==> config.mk <==
export PLATFORM = sky130hd
export DESIGN_NAME = eth_frame_gen
export DESIGN_NICKNAME = d
export VERILOG_FILES = /design/src/rtl/eth_frame_gen.sv
export SDC_FILE = /design/constraint.sdc
export NUM_CORES = 1
export LEC_CHECK = 0
export BUFFER_PORTS_ARGS = -buffer_cell sky130_fd_sc_hd__buf_4
export CAP_MARGIN = 10
export CORE_ASPECT_RATIO = 0.5
export CORE_MARGIN = 2
export CORE_UTILIZATION = 35
export DETAILED_ROUTE_END_ITERATION = 7
export GPL_ROUTABILITY_DRIVEN = 0
export MAX_ROUTING_LAYER = met4
export SYNTH_ARGS = -nofsm -noshare
export SYNTH_HDL_FRONTEND = slang
export SYNTH_SLANG_ARGS = --single-unit
export TNS_END_PERCENT = 20
==> constraint.sdc <==
create_clock -name i_clk -period 9.6 [get_ports i_clk]
set_input_delay 0.48 -clock i_clk [delete_from_list [all_inputs] [get_ports i_clk]]
set_output_delay 0.48 -clock i_clk [all_outputs]
set_load 0.005 [all_outputs]
==> src/rtl/eth_frame_gen.sv <==
// AXI-Stream Ethernet test-frame generator: fixed header, sequence number, byte-index payload, swept lengths.
// Optional macro FRAME_GEN_RAND_LEN_EN replaces the length sweep with LFSR-driven random lengths.
module eth_frame_gen #(
  parameter logic [7:0]  P_MIN_LENGTH = 8'd64,
  parameter logic [14:0] P_MAX_LENGTH = 15'd9600,
  parameter logic [15:0] P_LEN_STEP   = 16'd1,
  parameter logic [7:0]  P_GAP_CYCLES = 8'd4,
  parameter logic [47:0] P_DST_MAC    = 48'hFFFF_FFFF_FFFF,
  parameter logic [47:0] P_SRC_MAC    = 48'h0A0B_0C0D_0E0F,
  parameter logic [15:0] P_ETH_TYPE   = 16'h88B5
) (
  input  logic        i_clk,
  input  logic        i_rst,
  input  logic        i_enable,
  output logic [63:0] o_axis_tdata,
  output logic [7:0]  o_axis_tkeep,
  output logic        o_axis_tlast,
  output logic        o_axis_tvalid,
  input  logic        i_axis_tready,
  output logic [31:0] o_frame_cnt,
  output logic [15:0] o_cur_length,
  output logic        o_busy
);

  typedef enum logic [1:0] {IDLE, SEND, GAP} state_t;

  localparam logic [15:0] MIN_LEN = {8'd0, P_MIN_LENGTH};
  localparam logic [15:0] MAX_LEN = {1'b0, P_MAX_LENGTH};

  state_t      state_reg, state_next;
  logic [15:0] len_reg, len_next;
  logic [31:0] seq_reg, seq_next;
  logic [15:0] beat_idx_reg, beat_idx_next;
  logic [7:0]  gap_cnt_reg, gap_cnt_next;
  logic [31:0] frame_cnt_reg, frame_cnt_next;
  logic [15:0] cur_length_reg, cur_length_next;
  logic [63:0] tdata_reg, tdata_next;
  logic [7:0]  tkeep_reg, tkeep_next;
  logic        tlast_reg, tlast_next;
  logic        tvalid_reg, tvalid_next;

  logic        handshake;
  logic        frame_done;
  logic [15:0] len_after;
  logic        load;

  assign handshake  = tvalid_reg & i_axis_tready;
  assign frame_done = handshake & tlast_reg;

`ifdef FRAME_GEN_RAND_LEN_EN
  localparam logic [15:0] LFSR_SEED = 16'hACE1;

  logic [15:0] lfsr_reg;
  logic [15:0] lfsr_step;
  logic [15:0] rand_len;

  assign lfsr_step = {lfsr_reg[14:0], lfsr_reg[15] ^ lfsr_reg[13] ^ lfsr_reg[12] ^ lfsr_reg[10]};
  assign rand_len  = MIN_LEN + {2'b00, lfsr_step[13:0]};
  assign len_after = (rand_len > MAX_LEN) ? MAX_LEN : rand_len;

  always_ff @(posedge i_clk or posedge i_rst) begin
    if (i_rst) begin
      lfsr_reg <= LFSR_SEED;
    end else if (state_reg == IDLE && i_enable) begin
      lfsr_reg <= LFSR_SEED;
    end else if (frame_done) begin
      lfsr_reg <= lfsr_step;
    end
  end
`else
  logic [16:0] sweep_sum;

  assign sweep_sum = {1'b0, len_reg} + {1'b0, P_LEN_STEP};
  assign len_after = (sweep_sum > {1'b0, MAX_LEN}) ? MIN_LEN : sweep_sum[15:0];
`endif

  // Identify the beat that would be loaded into the output register this cycle.
  logic [15:0] sel_len;
  logic [31:0] sel_seq;
  logic [15:0] sel_idx;

  always_comb begin
    sel_len = len_reg;
    sel_seq = seq_reg;
    sel_idx = 16'd0;
    case (state_reg)
      IDLE: begin
        sel_len = MIN_LEN;
        sel_seq = 32'd0;
      end
      SEND: begin
        if (frame_done) begin
          sel_len = len_after;
          sel_seq = seq_reg + 32'd1;
        end else begin
          sel_idx = beat_idx_reg + 16'd1;
        end
      end
      default: ;
    endcase
  end

  logic [143:0] header;
  logic [7:0]   hdr_bytes [0:17];
  logic [18:0]  beat_base;
  logic [63:0]  beat_data;
  logic [7:0]   beat_keep;
  logic         beat_last;

  assign header    = {P_DST_MAC, P_SRC_MAC, P_ETH_TYPE, sel_seq};
  assign beat_base = {sel_idx, 3'b000};
  assign beat_last = (beat_base + 19'd8) >= {3'b000, sel_len};

  genvar gi;
  generate
    for (gi = 0; gi < 18; gi++) begin : g_hdr
      assign hdr_bytes[gi] = header[143 - 8*gi -: 8];
    end

    // Invalid lanes are forced to zero so the tail of the last beat is clean.
    for (gi = 0; gi < 8; gi++) begin : g_lane
      logic [18:0] k;
      assign k = beat_base + 19'(gi);
      assign beat_keep[gi] = (k < {3'b000, sel_len});
      assign beat_data[gi*8 +: 8] = !beat_keep[gi] ? 8'h00 :
                                    (k < 19'd18)   ? hdr_bytes[k[4:0]] : k[7:0];
    end
  endgenerate

  always_comb begin
    state_next      = state_reg;
    len_next        = len_reg;
    seq_next        = seq_reg;
    beat_idx_next   = beat_idx_reg;
    gap_cnt_next    = gap_cnt_reg;
    frame_cnt_next  = frame_cnt_reg;
    cur_length_next = cur_length_reg;
    tdata_next      = tdata_reg;
    tkeep_next      = tkeep_reg;
    tlast_next      = tlast_reg;
    tvalid_next     = tvalid_reg;
    load            = 1'b0;

    case (state_reg)
      IDLE: begin
        if (i_enable) begin
          state_next      = SEND;
          len_next        = MIN_LEN;
          seq_next        = 32'd0;
          beat_idx_next   = 16'd0;
          cur_length_next = MIN_LEN;
          load            = 1'b1;
        end
      end
      SEND: begin
        if (handshake) begin
          if (!tlast_reg) begin
            beat_idx_next = sel_idx;
            load          = 1'b1;
          end else begin
            frame_cnt_next = frame_cnt_reg + 32'd1;
            len_next       = len_after;
            seq_next       = seq_reg + 32'd1;
            beat_idx_next  = 16'd0;
            if (P_GAP_CYCLES != 8'd0) begin
              state_next   = GAP;
              gap_cnt_next = 8'd0;
            end else if (i_enable) begin
              cur_length_next = len_after;
              load            = 1'b1;
            end else begin
              state_next = IDLE;
            end
          end
        end
      end
      GAP: begin
        if (gap_cnt_reg == P_GAP_CYCLES - 8'd1) begin
          if (i_enable) begin
            state_next      = SEND;
            cur_length_next = len_reg;
            load            = 1'b1;
          end else begin
            state_next = IDLE;
          end
        end else begin
          gap_cnt_next = gap_cnt_reg + 8'd1;
        end
      end
      default: state_next = IDLE;
    endcase

    // Output beat only changes on a load or at the closing handshake, so stalls hold it.
    if (load) begin
      tdata_next  = beat_data;
      tkeep_next  = beat_keep;
      tlast_next  = beat_last;
      tvalid_next = 1'b1;
    end else if (handshake) begin
      tdata_next  = 64'd0;
      tkeep_next  = 8'd0;
      tlast_next  = 1'b0;
      tvalid_next = 1'b0;
    end
  end

  always_ff @(posedge i_clk or posedge i_rst) begin
    if (i_rst) begin
      state_reg      <= IDLE;
      len_reg        <= MIN_LEN;
      seq_reg        <= 32'd0;
      beat_idx_reg   <= 16'd0;
      gap_cnt_reg    <= 8'd0;
      frame_cnt_reg  <= 32'd0;
      cur_length_reg <= 16'd0;
      tdata_reg      <= 64'd0;
      tkeep_reg      <= 8'd0;
      tlast_reg      <= 1'b0;
      tvalid_reg     <= 1'b0;
    end else begin
      state_reg      <= state_next;
      len_reg        <= len_next;
      seq_reg        <= seq_next;
      beat_idx_reg   <= beat_idx_next;
      gap_cnt_reg    <= gap_cnt_next;
      frame_cnt_reg  <= frame_cnt_next;
      cur_length_reg <= cur_length_next;
      tdata_reg      <= tdata_next;
      tkeep_reg      <= tkeep_next;
      tlast_reg      <= tlast_next;
      tvalid_reg     <= tvalid_next;
    end
  end

  assign o_axis_tdata  = tdata_reg;
  assign o_axis_tkeep  = tkeep_reg;
  assign o_axis_tlast  = tlast_reg;
  assign o_axis_tvalid = tvalid_reg;
  assign o_frame_cnt   = frame_cnt_reg;
  assign o_cur_length  = cur_length_reg;
  assign o_busy        = (state_reg != IDLE);

endmodule

### Word level (Yosys, flattened, before mapping)

Cells that the tools add are included.
W data, S select, Z words.

| word-level totals | value |
|---|---|
| flip-flop bits (word level) | 196 |
| output and inout bits | 123 |
| word-level logic and storage cells | 165 |

| cells by class | value |
|---|---|
| reductions and logical operators | 12 |
| order comparisons | 26 |
| bitwise logic cells | 10 |
| add/sub/neg operators | 13 |
| multiplexer cells | 84 |
| equality and inequality tests | 9 |

Operators with widths:

| cell | number |
|---|---|
| $bmux W8 S5 | 8 |
| $mux W8 | 37 |
| $mux W16 | 12 |
| $lt A19 B16 Y1 | 8 |
| $lt A19 B5 Y1 const B | 8 |
| $mux W32 | 4 |
| $mux W64 | 2 |
| $pmux W16 S2 | 4 |
| $pmux W32 S2 | 2 |
| $add A19 B3 Y19 const B | 4 |
| $add A32 B1 Y32 const B | 2 |
| $ge A6 B6 Y1 const B | 8 |
| $not A5 Y6 | 8 |
| $add A19 B2 Y19 const B | 2 |
| $add A19 B1 Y19 const B | 1 |
| $add A19 B4 Y19 const B | 1 |
| $ge A19 B16 Y1 | 1 |
| $add A16 B1 Y17 const B | 1 |
| $gt A17 B14 Y1 const B | 1 |
| $add A16 B1 Y16 const B | 1 |
| $pmux W8 S2 | 1 |
| $reduce_and A4 Y1 | 4 |
| $ne A2 B2 Y1 const B | 6 |
| $reduce_bool A2 Y1 | 5 |
| 11 further kinds | 23 |

### Depth between registers and ports, before layout

Gate-level depths: netlist of the first run.

| logic depth | value |
|---|---|
| word-level depth | 12 |
| depth in mapped cells | 22 |
| gate-level depth less buffers | 18 |

### Worst setup path before layout of the first run

OpenSTA, ideal clock, no wires.

| timing | value |
|---|---|
| path type | reg-to-reg |
| start | register len_reg[0] |
| end | register tdata_reg[1] (netlist: o_axis_tdata[1]) |
| library setup time | 0.135 ns |
| stages on the path, launching flop included | 20 |
| data required time | 9.465 ns |
| arrival time | 4.478 ns |
| buffers on the path | 2 |
| slack | 4.988 ns |
| period minus slack after synthesis | 4.612 ns |
| cells stage by stage | dfrtp_1 -> ha_1 -> clkbuf_1 -> nand4_1 -> or4_1 -> mux2i_1 -> nor2_1 -> o21ai_0 -> buf_2 -> or3_1 -> and2_1 -> ha_1 -> nand4_1 -> nor4_1 -> o221ai_1 -> nor4_1 -> a21boi_0 -> nand2_1 -> a21oi_2 -> o41ai_1 |

| between the ends | value |
|---|---|
| longest elaborated chain between the ends | 8 |

RTL lines:

| element | line | text |
|---|---|---|
| start, declared | 31 | `logic [15:0] len_reg, len_next;` |
| start signal, assigned | 222 | `len_reg <= len_next;` |
| $add A16 B1 Y17 | 73 | `assign sweep_sum = {1'b0, len_reg} + {1'b0, P_LEN_STEP};` |
| $gt A17 B14 Y1 | 74 | `assign len_after = (sweep_sum > {1'b0, MAX_LEN}) ? MIN_LEN : sweep_sum[15:0];` |
| $mux W16 | 74 |  |
| $mux W16 | 92 | `if (frame_done) begin` |
| $pmux W16 S2 (*) | 86 | `case (state_reg)` |
| $lt A19 B16 Y1 (*) | 124 | `assign beat_keep[gi] = (k < {3'b000, sel_len});` |
| $mux W8 (*) | 125 | `assign beat_data[gi*8 +: 8] = !beat_keep[gi] ? 8'h00 :` |
| $mux W64 (*) | 194 | `if (load) begin` |
| end signal, assigned | 228 | `tdata_reg <= tdata_next;` |
| end, declared | 37 | `logic [63:0] tdata_reg, tdata_next;` |

Mark *: on every way between the ends. The rest lies on a longest branch, timed or not.
A chain may end at the register's enable or synchronous reset.

### Worst setup path in the final report of the first run

| timing | value |
|---|---|
| start | register state_reg[1] |
| end | register tdata_reg[7] (netlist: o_axis_tdata[7]) |

| between the ends | value |
|---|---|
| longest elaborated chain between the ends | 9 |
| elaborated cells on any way between the ends | 17 |
| those cells by class | order compare: 2; eq/ne: 2; mux: 10; bitwise: 1; reduce/logical: 2 |

RTL lines:

| element | line | text |
|---|---|---|
| start, declared | 30 | `state_t state_reg, state_next;` |
| start signal, assigned | 221 | `state_reg <= state_next;` |
| $eq A2 B1 Y1 | 86, 144 |  |
| $mux W16 | 86 |  |
| $not A5 Y6 (implied by the code) | 126 | `(k < 19'd18) ? hdr_bytes[k[4:0]] : k[7:0];` |
| $bmux W8 S5 | 126 |  |
| $mux W8 (implied by the code) (2 in a row) | 126 |  |
| $mux W8 | 126 |  |
| $mux W8 | 125 |  |
| $mux W64 | 194 |  |

Parallel ways exist; a longest one is shown, timed or not. The select of a mux whose other input is x is not followed.

==> metrics.yaml, run 1 <==
run_status:
  status: "complete, no violations"
routing:
  wl_per_cell_microns: 18.72
  antenna_left: 0
  drt-initial-drc-count: 961
  vias: 10320
  first_pass_iters: 6
  viasPerCell: 5.681
  drc_errors: 0
  routed_wl_mm: 33.99
power:
  combPwrFrac_pct: 1.2
  seqPwrFrac_pct: 52.1
  total_power_mw: 1.559
  p_leak_nw: 5.991
  p_per_area_mw_per_mm2: 119.1
  power.net_switching_mw: 0.3700
  intPower_mw: 1.189
  power_frac_clock_pct: 46.7
  sw_frac_of_total_pct: 23.74
  ir_drop_v: 0.0001234
worst_setup_path:
  crit_required_ps: 9920
  crit_path_start_kind: "flop"
  arrival_ps: 6380
  reg2reg_slack_ps: 3530
  worst-setup-path-type: "reg2reg"
  cp_max_fo: 35
  worst_setup_path_end_kind: "flop"
final_layout:
  syn2layout_area_growth_pct: 16.01
  largest_reg_flops: 61
  diodes: 0
  nNetsFinal: 1412
  drive_above_1_share_pct: 14.31
sta:
  fin_ws_ps: 3534
  fmax_mhz: 164.8
  drv_slew: 0
  setup_viol: 0
  holdWs_ps: 157.6
  tns_ps: 0
  finClkSkew_ps: 12.93
  relSlewSlack_pct: 30.15
  final_hold_viol_count: 0
  rsz0062_at_grt: "false"
  final.period_utilization_pct: 63.19
  layout_min_cycle_time_ps: 6066
  worst_slew_pin_slew_ps: 1048
logic_synthesis:
  synth.distinct_cells: 76
  synth-edff-count: 0
  synthTopCellsByArea: "dfrtp_1 (43%), nand2_1 (7.3%), o21ai_0 (7.0%)"
  yosysWarnings: 0
  synth.top_cell.area_share_pct: 42.61
  synthCells: 1301
  synth_seq_area_share_pct: 42.84
  synth.avg_cell_area_sq_um: 8.668
  synth_ff_type: "dfrtp_1"
  yosysTopAreaCell: "dfrtp_1"
  syn-num-nets: 1340
  async_flop_share_pct: 100.0
  ys_ff_latch: 193
  netlist_area_sq_mm: 0.01128
die:
  core-area_sq_mm: 0.03171
  row_count: 46
  die_y_microns: 130.9
  die_area_sq_mm: 0.03376
  die_w_microns: 257.9
  ios: 127
  initial_utilization_pct: 35.56
cts:
  post-cts-setup-buffers: 0
  cts_root_buf: "clkbuf_16"
  htreeDepth: 4
  cts_buffer_depth: 2
  clock-sinks: 193
  clkTransAtPathRegs_ps: 80
  cts_buffers: 17
  tritoncts: "built"
  worstSkewPairLatency_ps: 460
  hold_buffers: 0
  post_cts_resized: 0
global_route:
  grt_pass1_vias: 9723
  gr-total-overflow: 0
  grt_usage_pct: 21.03
  grtUsageMet2_pct: 31.50
  antenna_found_initial: 0
  grt_pass1_wl_mm: 54.25
  met3_usage_pct: 4.977
  busiest_layer: "met2"
  grt_max_degree: 113
  grtUsageMet1_pct: 27.95
place:
  hpwl_mm: 24.37
  dp_worst_setup_slack_ps: 3664
  io_buffers: 126
worst_hold_path:
  hold_class: "in2async"
run:
  timing.max_cap.violations: 0
## cell type report
cell class,instances,area (sq um)
Clock inverter,12,148.9
Multi-Input combinational cell,1003,6012
Inverter,22,90.09
Clock buffer,18,439.2
Tap cell,432,540.5
Fill cell,3120,18630
Timing Repair Buffer,136,1021
Sequential cell,193,4831
## worst paths after layout
kind,depth (start not counted),start,to
min in group i_clk,2,i_axis_tready,o_axis_tvalid
max,17,state_reg[1],o_axis_tdata[7]
min reg2reg,1,o_frame_cnt[31],o_frame_cnt[31]
max reg2reg,17,state_reg[1],o_axis_tdata[7]
max in group asynchronous,3,i_rst,o_axis_tdata[43]
min,2,i_rst,o_axis_tdata[29]
## critical path, stage by stage (launching register included)
cell and delay [ps]:
dfrtp_1 730, nor2b_1 900, nand2_1 110, buf_4 290, nor2_1 180, o21ai_1 210
buf_4 310, or3_1 370, and2_1 170, ha_1 310, nand4_1 180, nor4_1 310
o221ai_1 150, nor4_1 390, a21boi_0 520, nand2_1 210, a21oi_2 420, o31ai_1 150
## metal layers
layer / routed length [microns] / part of all wire [%]
met5: 0 / 0
met4: 786 / 2.3
met3: 2377 / 7.0
met2: 15160 / 45
met1: 15670 / 46
## synth_stat cells (4+ instances only)
cell type,count
nand2_1,219
dfrtp_1,192
o21ai_0,157
nor2_1,80
clkbuf_1,63
nand3_1,62
a21oi_1,45
o31ai_1,41
xnor2_1,40
ha_1,35
a21o_1,31
and3_1,30
nand4_1,27
nor3_1,26
xor2_1,21
inv_1,20
a31oi_1,17
nor4_1,14
or3_1,13
a22o_1,12
and2_1,12
buf_2,12
mux2i_1,11
nand2b_1,10
o41ai_1,7
buf_4,5
mux2_2,5
nor2b_1,5
or2_2,5
a211oi_1,4
o2111ai_1,4
## per-stage QoR
stage / cell area, sq um / utilization [%] / instances
after detailed placement: 12490 / 39.40 / 1786
after floorplan: 11280 / - / 1301
after CTS: 13080 / 41.25 / 1816
after global routing: 13080 / 41.25 / 1816
final: 13080 / 41.25 / 1816
after global placement: 12490 / 39.40 / 1786
## cells by family (layout without fill, tap and decap cells)
logic type	after synthesis	in the layout	synth area share, %
simple gates	535	535	23.43
compound gates	356	356	19.77
flops	193	193	42.84
buf+inv	105	188	3.861
xor+xnor	61	61	4.738
fa+ha+maj	35	35	3.883
mux	16	16	1.476
## layout by cell type, fill, tap and decap left out, types with 19 or more instances in the layout
cell	count
a21o_1	31
a21oi_1	45
and3_1	30
buf_4	136
dfrtp_1	192
ha_1	35
inv_1	19
nand2_1	219
nand3_1	62
nand4_1	27
nor2_1	80
nor3_1	26
o21ai_0	156
o31ai_1	41
xnor2_1	40
xor2_1	21
## power groups by stage
| stage | sequential [mW] | combinational (mW) | clock, mW |
|---|---|---|---|
| floorplan | 0.829 | 0.0121 | 0 |
| global placement | 0.828 | 0.0192 | 0 |
| detailed placement | 0.828 | 0.0198 | 0 |
| CTS | 0.812 | 0.0200 | 0.745 |
| global route | 0.812 | 0.0222 | 0.778 |
| finish | 0.812 | 0.0183 | 0.728 |
Note: power is estimated with default switching activity, not from simulation.
==> run 2, diff against run 1 <==
==> constraint.sdc (replaced) <==
create_clock -name i_clk -period 5.45 [get_ports i_clk]
set_input_delay 0.2725 -clock i_clk [delete_from_list [all_inputs] [get_ports i_clk]]
set_output_delay 0.2725 -clock i_clk [all_outputs]
set_load 0.005 [all_outputs]
==> run 2 against run 1 <==
Hold slack got worse by 85 ps. Power rose by 73%. Clock power is 69% higher. Via count rose by 2.2%. Sequential share of layout area down 0.56 points. Combinational power grew 81%. Maximum frequency rose by 20%. Final cell count increased by 1.5%. Worst setup slack worse by 3100 ps. Register-to-register slack worse by 3100 ps. Non-clock buffer count is 24 higher. First-iteration DRC count up 12%. Highest routed layer unchanged.
==> metrics.yaml, run 2 (same netlist as run 1, synthesis figures left out) <==
power:
  total_power_mw: 2.695  # was 1.559 mW
  sw_frac_of_total_pct: 24.09  # was 23.74%
  p_leak_nw: 6.098  # was 5.991 nW
  seqPwrFrac_pct: 53.1  # was 52.1%
  power_frac_clock_pct: 45.7  # was 46.7%
  power.net_switching_mw: 0.6494  # was 0.3700 mW
  p_per_area_mw_per_mm2: 202.8  # was 119.1 mW/mm^2
  combPwrFrac_pct: 1.2  # about the same
  intPower_mw: 2.046  # was 1.189 mW
  ir_drop_v: 0.0002242  # was 0.0001234 V
place:
  io_buffers: 126  # unchanged
  dp_worst_setup_slack_ps: 32.41  # was 3664 ps
  hpwl_mm: 24.81  # was 24.37 mm
  dp_cells: 1810  # was 1786
  postPlaceCellArea_sq_mm: 0.01267  # was 0.01249 sq mm
global_route:
  grt_pass1_wl_mm: 55.21  # was 54.25 mm
  gr-total-overflow: 0  # unchanged
  antenna_found_initial: 0  # unchanged
  grt_usage_pct: 21.49  # was 21.03%
  grt_pass1_vias: 9953  # was 9723
  grt_max_degree: 70  # was 113
die:
  ios: 127  # unchanged
  die_area_sq_mm: 0.03376  # unchanged
  core-area_sq_mm: 0.03171  # unchanged
  initial_utilization_pct: 35.56  # unchanged
  row_count: 46  # unchanged
  die_y_microns: 130.9  # unchanged
  die_w_microns: 257.9  # unchanged
worst_setup_path:
  crit_chain: "nand2_1, or4_1, mux2i_2, nor2_1, o21ai_1, buf_4, a31oi_1, o21ai_0, o41a_1, ha_1, nand4_1, nor4_1, o221ai_1, nor4_2, a21boi_2, nand2_1, a21oi_4, o31ai_1"  # was nor2b_1, nand2_1, buf_4, nor2_1, o21ai_1, buf_4, or3_1, and2_1, ha_1, nand4_1, nor4_1, o221ai_1, nor4_1, a21boi_0, nand2_1, a21oi_2, o31ai_1
  worstReg2RegStart: "len_reg[6]"  # was state_reg[1]
  cpMaxStageDelayCell: "dfstp_2"  # was nor2b_1
  cpMostUsedCell: "nand2_1"
  crit_required_ps: 5780  # was 9920 ps
  cp_top_family: "simple AND/OR/NAND/NOR gates"  # unchanged
  arrival_ps: 5380  # was 6380 ps
  reg2reg_slack_ps: 400  # was 3530 ps
  cp_max_fo: 18  # was 35
  crit_path_max_incr_delay_ps: 680  # was 900 ps
  worst-setup-path-type: "reg2reg"  # unchanged
  reg2reg_to: "o_axis_tdata[3]"  # was o_axis_tdata[7]
  crit_buf_inv: 1  # was 2
  ff2ff_path_depth: 18  # was 17
  crit_path_start_kind: "flop"  # unchanged
  worst_setup_path_end_kind: "flop"  # unchanged
routing:
  drc_errors: 0  # unchanged
  viasPerCell: 5.718  # was 5.681
  wl_per_cell_microns: 18.94  # was 18.72 microns
  first_pass_iters: 6  # unchanged
  antenna_left: 0  # unchanged
  routed_wl_mm: 34.90  # was 33.99 mm
  vias: 10540  # was 10320
  drt-initial-drc-count: 1081  # was 961
sta:
  rsz0062_at_grt: "false"  # unchanged
  layout_min_cycle_time_ps: 5051  # was 6066 ps
  final.period_utilization_pct: 92.68  # was 63.19%
  finClkSkew_ps: 10.78  # was 12.93 ps
  final_hold_viol_count: 0  # unchanged
  worst_slew_pin_slew_ps: 1028  # was 1048 ps
  fin_ws_ps: 398.7  # was 3534 ps
  tns_ps: 0  # unchanged
  fmax_mhz: 198.0  # was 164.8 MHz
  relSlewSlack_pct: 31.48  # was 30.15%
  setup_viol: 0  # unchanged
  drv_slew: 0  # unchanged
cts:
  worstSkewPairLatency_ps: 460  # about the same
  cts_buffers: 17  # unchanged
  htreeDepth: 4  # unchanged
  tritoncts: "built"  # unchanged
  clock-sinks: 193  # unchanged
  clkTransAtPathRegs_ps: 70  # was 80 ps
  cts_buffer_depth: 2  # unchanged
  cts_root_buf: "clkbuf_16"  # unchanged
worst_hold_path:
  min_to: "o_axis_tvalid"
  hold_class: "in2reg"  # was in2async
  worstHoldStart: "i_axis_tready"
  whs_path_depth: 2
final_layout:
  final_common_cell: "nand2_1"  # unchanged
  stdcell_count: 1843  # was 1816
  diodes: 0  # unchanged
  final_cell_mix: "nand2_1 (219), dfrtp_1 (191), buf_4 (160)"  # was nand2_1 (219), dfrtp_1 (192), o21ai_0 (156)
  largest_reg_flops: 61  # unchanged
  nNetsFinal: 1437  # was 1412
  syn2layout_area_growth_pct: 17.84  # was 16.01%
  finalInstanceArea_sq_mm: 0.01329  # was 0.01308 sq mm
  drive_above_1_share_pct: 16.44  # was 14.31%
run:
  timing.max_cap.violations: 0  # unchanged
run_status:
  status: "complete, no violations"  # unchanged
## run 2: cell count changes in the layout (fill, tap and decap cells not counted), moves of 2 or more
cell,previous run,this run
nor4_1,14,12
nor4_2,1,3
inv_8,5,1
nand3_1,62,60
inv_6,2,4
nand3_2,0,2
clkinv_4,1,3
buf_4,136,160
clkinv_2,0,3
## run 2: through the flow
step           util [%]  hold slack [ps]
2_1_floorplan         -            379.8
3_3_place_gp      39.96            456.7
6_report          41.90            72.90
5_1_grt           41.90            58.46
4_1_cts           41.73            55.15
3_5_place_dp      39.96            467.1
## run 2: power by group through the flow
stage,Sequential [mW],Clock [mW],Combinational [mW]
after CTS,1.43,1.26,0.0357
after global placement,1.46,0,0.0348
after global routing,1.43,1.32,0.0398
after floorplan,1.46,0,0.0216
after detailed placement,1.46,0,0.0356
final,1.43,1.23,0.0332
## run 2: timing repair
item                                    4_1_cts  5_1_grt
cloned                                        0        1
hold buffers                                  0        0
gates resized for setup                       1       10
setup buffers                                 0        0
endpoints found under the setup margin       18       60
## run 2: layer usage
metal  part of all wire (%)  up-vias  routed length, microns  global-route usage [%]
li1                       -     4875                       -                       -
met1                     46     5193                   16080                   29.30
met2                     45      405                   15630                   32.07
met3                    7.0       65                    2435                   4.398
met4                    2.2        0                     767                   6.970
met5                      0        -                       0                       -
## run 2: how the worst max path moves through the flow
stage	from	endpoint	slack, ps	cells past startpoint
6_report	len_reg[6]	o_axis_tdata[3]	400	18
5_1_grt	len_reg[6]	o_axis_tdata[23]	10	18
4_1_cts	len_reg[1]	o_axis_tdata[3]	90	18
3_5_place_dp	len_reg[1]	o_axis_tdata[0]	30	18
3_3_place_gp	len_reg[1]	o_axis_tdata[1]	290	19
2_1_floorplan	len_reg[0]	o_axis_tdata[1]	840	19
## run 2: cell type report
class	instances	area (sq um)
Fill cell	3122	18420
Multi-Input combinational cell	1004	6066
Sequential cell	193	4832
Timing Repair Buffer	160	1201
Tap cell	432	540.5
Clock buffer	19	442.9
Clock inverter	13	120.1
Inverter	22	86.33
